`src/rtl/cmp_serial_if.sv`:
```
// Bundle for the bit-serial comparator: operand bit stream in, verdict and status out.
interface cmp_serial_if #(
  parameter int WIDTH = 8
) ();
  localparam int CNT_W = $clog2(WIDTH + 1);

  logic             start;
  logic             in_valid;
  logic             a_bit;
  logic             b_bit;
  logic             busy;
  logic             done;
  logic             gt;
  logic             eq;
  logic             lt;
  logic [CNT_W-1:0] count;

  // Bit pairs carry in_valid only, with no ready: every in_valid cycle in SHIFT is
  // accepted. Outside SHIFT, and in a cycle where start is also high, the pair is dropped.
  modport master (
    output start, in_valid, a_bit, b_bit,
    input  busy, done, gt, eq, lt, count
  );

  modport slave (
    input  start, in_valid, a_bit, b_bit,
    output busy, done, gt, eq, lt, count
  );
endinterface

```
`src/rtl/cmp_serial.sv`:
```
// Bit-serial MSB-first magnitude comparator accumulating a gt/eq/lt verdict per frame.
// Optional macro CMP_SERIAL_SIGNED_EN selects two's-complement operands.
module cmp_serial #(
  parameter int WIDTH = 8,
  parameter int CNT_W = $clog2(WIDTH + 1)
) (
  input  logic          clk,
  input  logic          rst,
  cmp_serial_if.slave   bus,
  output logic [1:0]    o_state
);

  typedef enum logic [1:0] {
    S_IDLE  = 2'd0,
    S_SHIFT = 2'd1,
    S_DONE  = 2'd2
  } state_t;

  localparam logic [CNT_W-1:0] LAST_IDX = CNT_W'(WIDTH - 1);

  state_t           r_state;
  logic             r_busy;
  logic             r_done;
  logic             r_gt;
  logic             r_eq;
  logic             r_lt;
  logic [CNT_W-1:0] r_count;

  logic w_first;
  logic w_decided;
  logic w_differ;
  logic w_a_wins;

  assign w_first   = (r_count == '0);
  assign w_decided = r_gt | r_lt;
  assign w_differ  = bus.a_bit ^ bus.b_bit;

`ifdef CMP_SERIAL_SIGNED_EN
  // The sign bit weighs negatively, so a 1 there marks the smaller operand.
  assign w_a_wins = w_first ? bus.b_bit : bus.a_bit;
`else
  assign w_a_wins = bus.a_bit;
`endif

  always_ff @(posedge clk) begin
    if (rst) begin
      r_state <= S_IDLE;
      r_busy  <= 1'b0;
      r_done  <= 1'b0;
      r_gt    <= 1'b0;
      r_eq    <= 1'b0;
      r_lt    <= 1'b0;
      r_count <= '0;
    end else if (bus.start) begin
      r_state <= S_SHIFT;
      r_busy  <= 1'b1;
      r_done  <= 1'b0;
      r_gt    <= 1'b0;
      r_eq    <= 1'b1;
      r_lt    <= 1'b0;
      r_count <= '0;
    end else begin
      case (r_state)
        S_SHIFT: begin
          if (bus.in_valid) begin
            r_count <= r_count + CNT_W'(1);
            if (!w_decided && w_differ) begin
              r_gt <= w_a_wins;
              r_lt <= ~w_a_wins;
              r_eq <= 1'b0;
            end
            if (r_count == LAST_IDX) begin
              r_state <= S_DONE;
              r_busy  <= 1'b0;
              r_done  <= 1'b1;
            end
          end
        end
        default: begin
          r_state <= r_state;
        end
      endcase
    end
  end

  assign bus.busy  = r_busy;
  assign bus.done  = r_done;
  assign bus.gt    = r_gt;
  assign bus.eq    = r_eq;
  assign bus.lt    = r_lt;
  assign bus.count = r_count;
  assign o_state   = r_state;

endmodule

```
`src/flat_wrapper.sv`:
```
// flat-port wrapper written by rule: the top's interface ports become plain ports
module cmp_serial_flat 
#(
  parameter int WIDTH = 8,
  parameter int CNT_W = $clog2(WIDTH + 1)
)
  (clk, rst, o_state, bus_start, bus_in_valid, bus_a_bit, bus_b_bit, bus_busy, bus_done, bus_gt, bus_eq, bus_lt, bus_count);
  cmp_serial_if #(.WIDTH(WIDTH)) bus_i ();
  input  logic clk;
  input  logic rst;
  output logic [1:0] o_state;
  input wire logic [$bits(bus_i.start)-1:0] bus_start;
  input wire logic [$bits(bus_i.in_valid)-1:0] bus_in_valid;
  input wire logic [$bits(bus_i.a_bit)-1:0] bus_a_bit;
  input wire logic [$bits(bus_i.b_bit)-1:0] bus_b_bit;
  output wire logic [$bits(bus_i.busy)-1:0] bus_busy;
  output wire logic [$bits(bus_i.done)-1:0] bus_done;
  output wire logic [$bits(bus_i.gt)-1:0] bus_gt;
  output wire logic [$bits(bus_i.eq)-1:0] bus_eq;
  output wire logic [$bits(bus_i.lt)-1:0] bus_lt;
  output wire logic [$bits(bus_i.count)-1:0] bus_count;
  assign bus_i.start = bus_start;
  assign bus_i.in_valid = bus_in_valid;
  assign bus_i.a_bit = bus_a_bit;
  assign bus_i.b_bit = bus_b_bit;
  assign bus_busy = bus_i.busy;
  assign bus_done = bus_i.done;
  assign bus_gt = bus_i.gt;
  assign bus_eq = bus_i.eq;
  assign bus_lt = bus_i.lt;
  assign bus_count = bus_i.count;
  cmp_serial #(.WIDTH(WIDTH), .CNT_W(CNT_W)) u_core (.clk(clk), .rst(rst), .bus(bus_i), .o_state(o_state));
endmodule
```
`config.mk`:
```
export PLATFORM = sky130hd
export DESIGN_NAME = cmp_serial_flat
export DESIGN_NICKNAME = d
export VERILOG_FILES = /design/src/rtl/cmp_serial_if.sv /design/src/rtl/cmp_serial.sv /design/src/flat_wrapper.sv
export SDC_FILE = /design/constraint.sdc
export NUM_CORES = 1
export LEC_CHECK = 0
export CAP_MARGIN = 0
export CORE_AREA = 2 2 39 41
export DETAILED_ROUTE_END_ITERATION = 12
export DIE_AREA = 0 0 41 43
export GPL_TIMING_DRIVEN = 0
export PLACE_DENSITY = 0.71
export SYNTH_ARGS = -nofsm -noshare
export SYNTH_HDL_FRONTEND = slang
export SYNTH_SLANG_ARGS = --single-unit
```
`constraint.sdc`:
```
create_clock -name clk -period 2.75 [get_ports clk]
set_input_delay 0.4125 -clock clk [delete_from_list [all_inputs] [get_ports clk]]
set_output_delay 0.4125 -clock clk [all_outputs]
set_load 0.01 [all_outputs]
```
* Yosys cells after proc, flatten, opt, wreduce, memory -nomap -nowiden
Index checks and enable logic that the tools add are counted.
Word-level totals: register bits 10, bits in latches 0, bits in writable memories 0, memory bits (read-only) 0, input port bits 6, logic and storage cells 37, memories 0
Cells by class: add/subtract/negate cells 1, multipliers 0, div/mod/pow operators 0, order comparisons 0, eq/ne operators 2, shifts and indexed selects 0, mux-type cells 12, bitwise gates (word level) 3, reductions and logical operators 12
Operators with widths (number):
- 1-bit 2-to-1 mux | 12
- 3-bit AND reduction | 4
- 2-bit nonzero test | 4
- 4-bit by 1-bit adder with 4-bit output (second input constant) | 1
- 4-bit by 3-bit == test with 1-bit output (second input constant) | 1
- 2-bit by 1-bit == test with 1-bit output (second input constant) | 1
- 2-bit AND reduction | 1
- 2-bit OR reduction | 1
- 1-bit logical AND | 1
- 1-bit logical NOT | 1
- 1-bit inverter | 1
- 1-bit OR | 1
- 1-bit bitwise XOR | 1

* Depth between registers and ports, before layout
Gate-level depths: netlist of run 1.
depth in word-level cells 7, gate-level depth with buffers 4, gate-level depth less buffers 4

* Least setup slack after synthesis of run 1
Ideal clock, no wire load.
kind reg2reg, from reg u_core.bus.busy (netlist name), to reg u_core.r_eq, in the netlist u_core.bus.eq, setup time 0.119 ns, data arrival time 1.143 ns, data required time 2.631 ns, setup slack 1.488 ns, stages on the path, launching flop included 4, cell sequence dfxtp_1 nand3b_4 or3_4 o221a_1
RTL lines:
- to (signal assigned) | RTL line cmp_serial.sv:51 | r_eq <= 1'b0;
- to (signal assigned) | RTL line cmp_serial.sv:59 | r_eq <= 1'b1;
- to (signal assigned) | RTL line cmp_serial.sv:70 | r_eq <= 1'b0;
- to (decl) | RTL line cmp_serial.sv:25 | logic r_eq;

==> results.cfg, run 1 <==
[place]
place.gp.congestion = 0.665
hpwl_um = 612
io_buffers = 16
placed_area_um2 = 601
pre_cts_slack_ns = 0.959

[synth]
yosysSeqAreaShare_pct = 42.9
yosys.area_share.adder_pct = 2.98
synth-edff-count = 0
avgSynthCellArea_um2 = 9.78
synthArstFlopShare_pct = 0
synth_compound_area_share_pct = 16.1
synth_seq_cells = 9
synth_area_um2 = 420
yosys_warnings = 0
synth_top_family_by_area = simple AND/OR/NAND/NOR gates
synth_flop_cell = dfxtp_1
synth-xor-area-share_pct = 6.25
syn_nets = 50
synthSimpleGateAreaFrac_pct = 22.3
synthMuxAreaShare_pct = 2.38
ys_types = 20
netlist_instances = 43

[pwr]
p_sw_w = 0.0000644
ir_drop_v = 0.000240
p_total_w = 0.000277
cellLeakagePower_nw = 0.267
p_clk_share_pct = 35.8
power.internal_w = 0.000213
p_per_area_nw_per_um2 = 442
pwr-share-comb_pct = 14.3
p_seq_share_pct = 49.8
switching_share_pct = 23.3

[die]
core_area_um2 = 1380
start_util_pct = 30.4
die_area_um2 = 1760
die_w_um = 41
rows = 14
design.portCount = 17
die_h_um = 43

[timing]
setup_viol = 0
min_period_ns = 1.77
clock_skew_ns = 0.00520
rsz0062_at_grt = false
slew_headroom_pct = 82.8
max_freq_ghz = 0.565
hold_viol_final = 0
drv_slew = 0
tightest_slew_ns = 0.255
finalCritPeriodShare_pct = 64.3
fin_setup_tns_ns = 0
final.setup.worst_slack_ns = 0.981

[critical_path]
max_stage_delay_ns = 0.52
critPathRequiredTime_ns = 2.34
worst_setup_path_start_kind = flip-flop
cp_max_fo = 5
end_kind = primary output
worstPathArrival_ns = 1.36
path_class = reg -> out
crit_chain = buf_4 > clkdlybuf4s50_1
path_buf_inv = 2
crit_family = buffers and inverters
crit_slowest_cell = clkdlybuf4s50_1

[route]
first_iter_violations = 1
first_pass_iters = 4
drt_wl_total_um = 781
vias = 361
vias_per_cell = 4.57
ant_nets = 0
wl_per_cell_um = 9.89
drc = 0

[cts]
cts-hold-fix-buffers = 0
clk_latency_ns = 0.26
post_cts_buffers = 0
cts-resized-gates = 0
htree_levels = 1
cts_tree = yes
cts_root_buffer = clkbuf_4
clock-sinks = 9
cts_buffers = 3
clk_path_buf_depth = 2
clkTransAtPathRegs_ns = 0.06

[cells_and_area]
drive_above_1_share_pct = 14.3
layout_commonest_cell = clkdlybuf4s50_1
area_growth_pct = 49.1
insertedDiodeCount = 0
final_cell_area_um2 = 627
final_cell_mix = clkdlybuf4s50_1, dfxtp_1, nand2_1
nets = 71

[flow_run]
maxCapViolCount = 0

[global_routing]
grt_remaining_overflow = 0
grt_max_degree = 7
grt_use_total_pct = 9.94
antenna_found_initial = 0
grt_pass1_vias = 283
grt_first_pass_wirelength_um = 1120

[outcome]
outcome = complete, no violations

[hold_path]
worst_hold_path_type = reg -> reg
==> area by class of cell <==
class | count | area [um2]
plain buffers | 2 | 15.0
clock buffers | 4 | 26.3
fillers | 150 | 757
inverters | 4 | 15.0
multi-input cells | 28 | 210
flip-flops and latches | 9 | 180
well taps | 16 | 20.0
repair buffers | 16 | 160
==> synthesized netlist by cell type (all sizes together), types with 2 or more instances <==
| cell | instances | share of area (%) |
|---|---|---|
| dfxtp | 9 | 43 |
| inv | 4 | 3.6 |
| xor2 | 3 | 6.3 |
| nand2 | 6 | 5.4 |
| buf | 2 | 3.6 |
| nor2 | 4 | 3.6 |
| o41ai | 2 | 7.7 |
| or3 | 2 | 4.2 |
==> registers in the layout, indices dropped and copies added (netlist names) <==
signal            cells
u_core.bus.eq         1
u_core.bus.count      4
u_core.bus.busy       1
u_core.bus.gt         1
u_core.bus.done       1
u_core.bus.lt         1
==> worst paths after layout <==
kind | start | end | slack (ns) | depth (start not counted)
min reg2reg | u_core.bus.gt$_SDFFE_PP0P_ | u_core.bus.gt$_SDFFE_PP0P_ | 0.48 | 2
min | u_core.bus.gt$_SDFFE_PP0P_ | u_core.bus.gt$_SDFFE_PP0P_ | 0.48 | 2
max | u_core.bus.busy$_SDFFE_PP0P_ | o_state[0] | 0.98 | 2
max reg2reg | u_core.bus.busy$_SDFFE_PP0P_ | u_core.bus.eq$_SDFFE_PP0P_ | 1.46 | 3
==> power by group through the flow <==
stage | clock, W | combinational, W | sequential [W]
6_report | 0.0000992 | 0.0000396 | 0.000138
4_1_cts | 0.000107 | 0.0000399 | 0.000138
5_1_grt | 0.000113 | 0.0000429 | 0.000139
3_5_place_dp | 0 | 0.0000398 | 0.000141
2_1_floorplan | 0 | 0.0000167 | 0.000142
3_3_place_gp | 0 | 0.0000394 | 0.000141
==> logic make-up after synthesis <==
logic type,Yosys count
compound gates,7
xor+xnor,3
fa+ha+maj,1
buf+inv,6
flops,9
mux,1
simple gates,16
==> stage by stage <==
stage / utilization, % / cells / hold WS [ns]
2_1_floorplan: - / 43 / 0.503
3_3_place_gp: 43.4 / 75 / 0.470
3_5_place_dp: 43.4 / 75 / 0.468
4_1_cts: 45.3 / 79 / 0.482
5_1_grt: 45.3 / 79 / 0.515
6_report: 45.3 / 79 / 0.481
==> layer usage <==
layer	global-route usage [%]	wire length, um	vias up
li1	-	-	190
met1	12.2	372	156
met2	12.5	341	13
met3	6.28	51	2
met4	6.00	14	0
met5	0	0	-
==> worst register-to-register path: stages (launching register included) <==
cell and delay, ns:
dfxtp_1 0.44, nand3b_4 0.14, or3_4 0.37, o221a_1 0.23
Power figures use the tool's default switching activity.
==> run 2: changes to the inputs <==
Clock period 2.75 ns to 1.7 ns, I/O delays scaled along.
==> results.cfg, run 2 (same netlist as run 1, synthesis figures left out) <==
[die]
core_area_um2 = 1380
die_area_um2 = 1760
start_util_pct = 30.4
die_h_um = 43
die_w_um = 41
design.portCount = 17
rows = 14

[outcome]
outcome = complete, no violations

[cts]
clk_latency_ns = 0.26
clk_path_buf_depth = 2
htree_levels = 1
cts_root_buffer = clkbuf_4
cts_buffers = 3
clkTransAtPathRegs_ns = 0.06
clock-sinks = 9
cts_tree = yes

[flow_run]
maxCapViolCount = 0

[timing]
hold_ws_ns = 0.481
clock_skew_ns = 0.00520
slew_headroom_pct = 82.8
rsz0062_at_grt = false
fin_setup_tns_ns = 0
hold_viol_final = 0
setup_viol = 0
drv_slew = 0
tightest_slew_ns = 0.255
min_period_ns = 1.54
finalCritPeriodShare_pct = 90.4
max_freq_ghz = 0.650

[route]
wl_per_cell_um = 9.92
drc = 0
first_iter_violations = 1
first_pass_iters = 4
vias = 358
drt_wl_total_um = 784
ant_nets = 0
vias_per_cell = 4.53

[global_routing]
grt_first_pass_wirelength_um = 1120
use_met2_pct = 12.5
use_met1_pct = 12.2
grt_max_degree = 7
antenna_found_initial = 0
grt_remaining_overflow = 0
grt_use_total_pct = 9.94
grt.busiest_layer = met2
grt_pass1_vias = 283
grt_util_met3_pct = 6.28

[pwr]
p_per_area_nw_per_um2 = 714
ir_drop_v = 0.000388
cellLeakagePower_nw = 0.267

[critical_path]
worstPathArrival_ns = 1.28
rrSetupSlack_ns = 0.45
reg2reg_from = u_core.bus.done$_SDFFE_PP0P_
critPathRequiredTime_ns = 1.44
reg2reg_to = u_core.bus.eq$_SDFFE_PP0P_
path_class = reg -> out
end_kind = primary output
reg2reg_depth = 3
cp_max_fo = 5
worst_setup_path_start_kind = flip-flop

[place]
io_buffers = 16
placed_area_um2 = 601
hpwl_um = 612
place.gp.congestion = 0.665
dp.cells = 75

[cells_and_area]
instances_no_fill = 79
nets = 71
area_growth_pct = 49.4
utilization_pct = 45.4
insertedDiodeCount = 0
final_cell_mix = clkdlybuf4s50_1, dfxtp_1, nand2_1
n_fill_cell = 149
largest_reg_flops = 4
final_cell_area_um2 = 628
drive_above_1_share_pct = 15.9
layout_commonest_cell = clkdlybuf4s50_1

[hold_path]
min_from = u_core.bus.gt$_SDFFE_PP0P_
min_path_cells = 2
holdPathEnd = u_core.bus.gt$_SDFFE_PP0P_
worst_hold_path_type = reg -> reg
==> run 2: cell counts in the layout (fill, tap and decap cells not counted) <==
No cell type changed its count.
==> run 2: worst max path at each step <==
stage                                            start                    endpoint  slack, ns  cells after the start
after floorplan           u_core.bus.busy$_SDFFE_PP0P_  u_core.bus.eq$_SDFFE_PP0P_       0.44                      3
after global placement                    bus_in_valid  u_core.bus.eq$_SDFFE_PP0P_       0.07                      4
after detailed placement                  bus_in_valid  u_core.bus.eq$_SDFFE_PP0P_       0.07                      4
after CTS                 u_core.bus.busy$_SDFFE_PP0P_                  o_state[0]       0.06                      2
after global routing      u_core.bus.done$_SDFFE_PP0P_                  o_state[1]       0.09                      2
final                     u_core.bus.done$_SDFFE_PP0P_                  o_state[1]       0.16                      2
==> run 2: timing repair <==
action	in CTS	in global routing
endpoints found under the hold margin	0	0
hold buffers	0	0
gates resized for setup	0	1
buffers inserted	0	0
setup endpoints to repair	0	1
==> run 2: layout make-up <==
type                       count  area, um2  area share (%)
timing repair buffer          16        160            25.5
inverter                       4       15.0            2.39
multi-input combinational     28        210            33.5
buffer                         2       15.0            2.39
clock buffer                   4       26.3            4.18
tap                           16       20.0            3.19
sequential                     9        181            28.9
==> run 2: metal layers <==
layer  vias to the layer above  share of wire, %
li1                        189                 -
met5                         -                 0
met1                       154                48
met4                         0               1.8
met3                         2               6.5
met2                        13                43
==> run 2: worst max-delay path: stages (launching register included) <==
cell             delay (ns)
dfxtp_1                0.38
buf_4                  0.13
clkdlybuf4s50_1        0.52
==> run 2: metrics by stage <==
step	setup slack, ns	power [W]
after floorplan	0.438	0.000257
after global placement	0.0747	0.000292
after detailed placement	0.0663	0.000293
after CTS	0.0649	0.000462
after global routing	0.0873	0.000477
final	0.163	0.000449
==> run 2: report_power, final <==
group	total [W]	leakage [nW]	switching, W	internal [W]
clock	0.000161	0.0150	0.0000704	0.0000902
sequential	0.000224	0.0734	0.00000653	0.000217
combinational	0.0000642	0.179	0.0000274	0.0000368
total	0.000449	0.267	0.000104	0.000344
==> run 3: changes to the inputs <==
Settings changed: CELL_PAD_IN_SITES_DETAIL_PLACEMENT set to 2, CELL_PAD_IN_SITES_GLOBAL_PLACEMENT set to 2, CORE_AREA 2 2 39 41 to unset, CORE_UTILIZATION set to 23, DIE_AREA 0 0 41 43 to unset.
==> results.cfg, run 3 (same netlist as run 1, synthesis figures left out) <==
[outcome]
outcome = complete, no violations

[place]
io_buffers = 16
placed_area_um2 = 612
place.gp.congestion = 0.643
hpwl_um = 792

[die]
die_w_um = 44.8
core_area_um2 = 1730
die_area_um2 = 2000
rows = 15
design.portCount = 17
die_h_um = 44.8
start_util_pct = 24.3

[critical_path]
reg2reg_to = u_core.bus.eq$_SDFFE_PP0P_
reg2reg_depth = 3
path_class = reg -> out
critPathRequiredTime_ns = 1.44
cp_max_fo = 5
end_kind = primary output
rrSetupSlack_ns = 0.42
endpoint = o_state[0]
reg2reg_from = u_core.bus.busy$_SDFFE_PP0P_
worstPathArrival_ns = 1.36
startpoint = u_core.bus.busy$_SDFFE_PP0P_
worst_setup_path_start_kind = flip-flop

[hold_path]
min_from = u_core.bus.lt$_SDFFE_PP0P_
worst_hold_path_type = reg -> reg

[cts]
cts_tree = yes
post_cts_buffers = 0
cts-resized-gates = 0
clkTransAtPathRegs_ns = 0.07
cts_root_buffer = clkbuf_4
htree_levels = 1
clk_latency_ns = 0.26
clk_path_buf_depth = 2
clock-sinks = 9
cts_buffers = 3
cts-hold-fix-buffers = 0

[timing]
slew_headroom_pct = 82.0
fin_setup_tns_ns = 0
clock_skew_ns = 0.00520
setup_viol = 0
min_period_ns = 1.61
max_freq_ghz = 0.620
drv_slew = 0
rsz0062_at_grt = false
finalCritPeriodShare_pct = 94.9
hold_viol_final = 0
tightest_slew_ns = 0.270

[cells_and_area]
insertedDiodeCount = 0
drive_above_1_share_pct = 14.3
layout_commonest_cell = clkdlybuf4s50_1
area_growth_pct = 51.8
utilization_pct = 37.0
nets = 71
final_cell_mix = clkdlybuf4s50_1, dfxtp_1, nand2_1
final_cell_area_um2 = 638
largest_reg_flops = 4

[route]
drt_wl_total_um = 1010
vias_per_cell = 4.34
ant_nets = 0
wl_per_cell_um = 11.4
first_pass_iters = 4
drc = 0
first_iter_violations = 3
vias = 382

[global_routing]
grt_pass1_vias = 364
antenna_found_initial = 0
grt_remaining_overflow = 0
grt_max_degree = 7
grt_use_total_pct = 12.5
grt_first_pass_wirelength_um = 1700

[pwr]
p_per_area_nw_per_um2 = 715
cellLeakagePower_nw = 0.267
ir_drop_v = 0.000270

[flow_run]
maxCapViolCount = 0
[run 3: cell counts in the layout (fill, tap and decap cells not counted)]
Identical to the previous run, type by type.
[run 3: where the power goes]
part / internal (W) / switching (W)
sequential: 0.000217 / 0.00000633
clock: 0.0000906 / 0.0000778
combinational: 0.0000368 / 0.0000283
total: 0.000344 / 0.000112
[run 3: worst min-delay path by stage]
stage	depth (start not counted)	slack, ns	to
finish	2	0.49	u_core.bus.lt$_SDFFE_PP0P_
global route	2	0.53	u_core.bus.lt$_SDFFE_PP0P_
CTS	2	0.50	u_core.bus.lt$_SDFFE_PP0P_
detailed placement	2	0.49	u_core.bus.gt$_SDFFE_PP0P_
global placement	2	0.48	u_core.bus.lt$_SDFFE_PP0P_
floorplan	1	0.35	u_core.bus.lt$_SDFFE_PP0P_
[run 3: area by class of cell]
cell class	instances	area, um2
buffer	2	15.0
clock buffer	4	26.3
multi-input combinational	28	210
tap	25	31.3
timing repair buffer	16	160
sequential	9	180
inverter	4	15.0
fill	206	1090
[run 3: per-stage QoR]
step / worst slack, ns / hold slack, ns / std cells / power (W)
global placement: 0.0626 / 0.481 / 84 / 0.000293
floorplan: 0.438 / 0.353 / 43 / 0.000257
finish: 0.0872 / 0.493 / 88 / 0.000456
global route: 0.00632 / 0.532 / 88 / 0.000489
CTS: 0.0749 / 0.502 / 88 / 0.000467
detailed placement: 0.0367 / 0.493 / 84 / 0.000294
[run 3: critical path, cell delays in order (launching register included)]
cell and delay (ns):
dfxtp_1 0.44, buf_4 0.14, clkdlybuf4s50_1 0.52
[run 3: per-layer routing]
layer	global-route usage, %	part of all wire (%)
met5	0	0
met4	12.7	1.7
met3	2.40	4.5
met2	17.4	48
met1	15.7	46
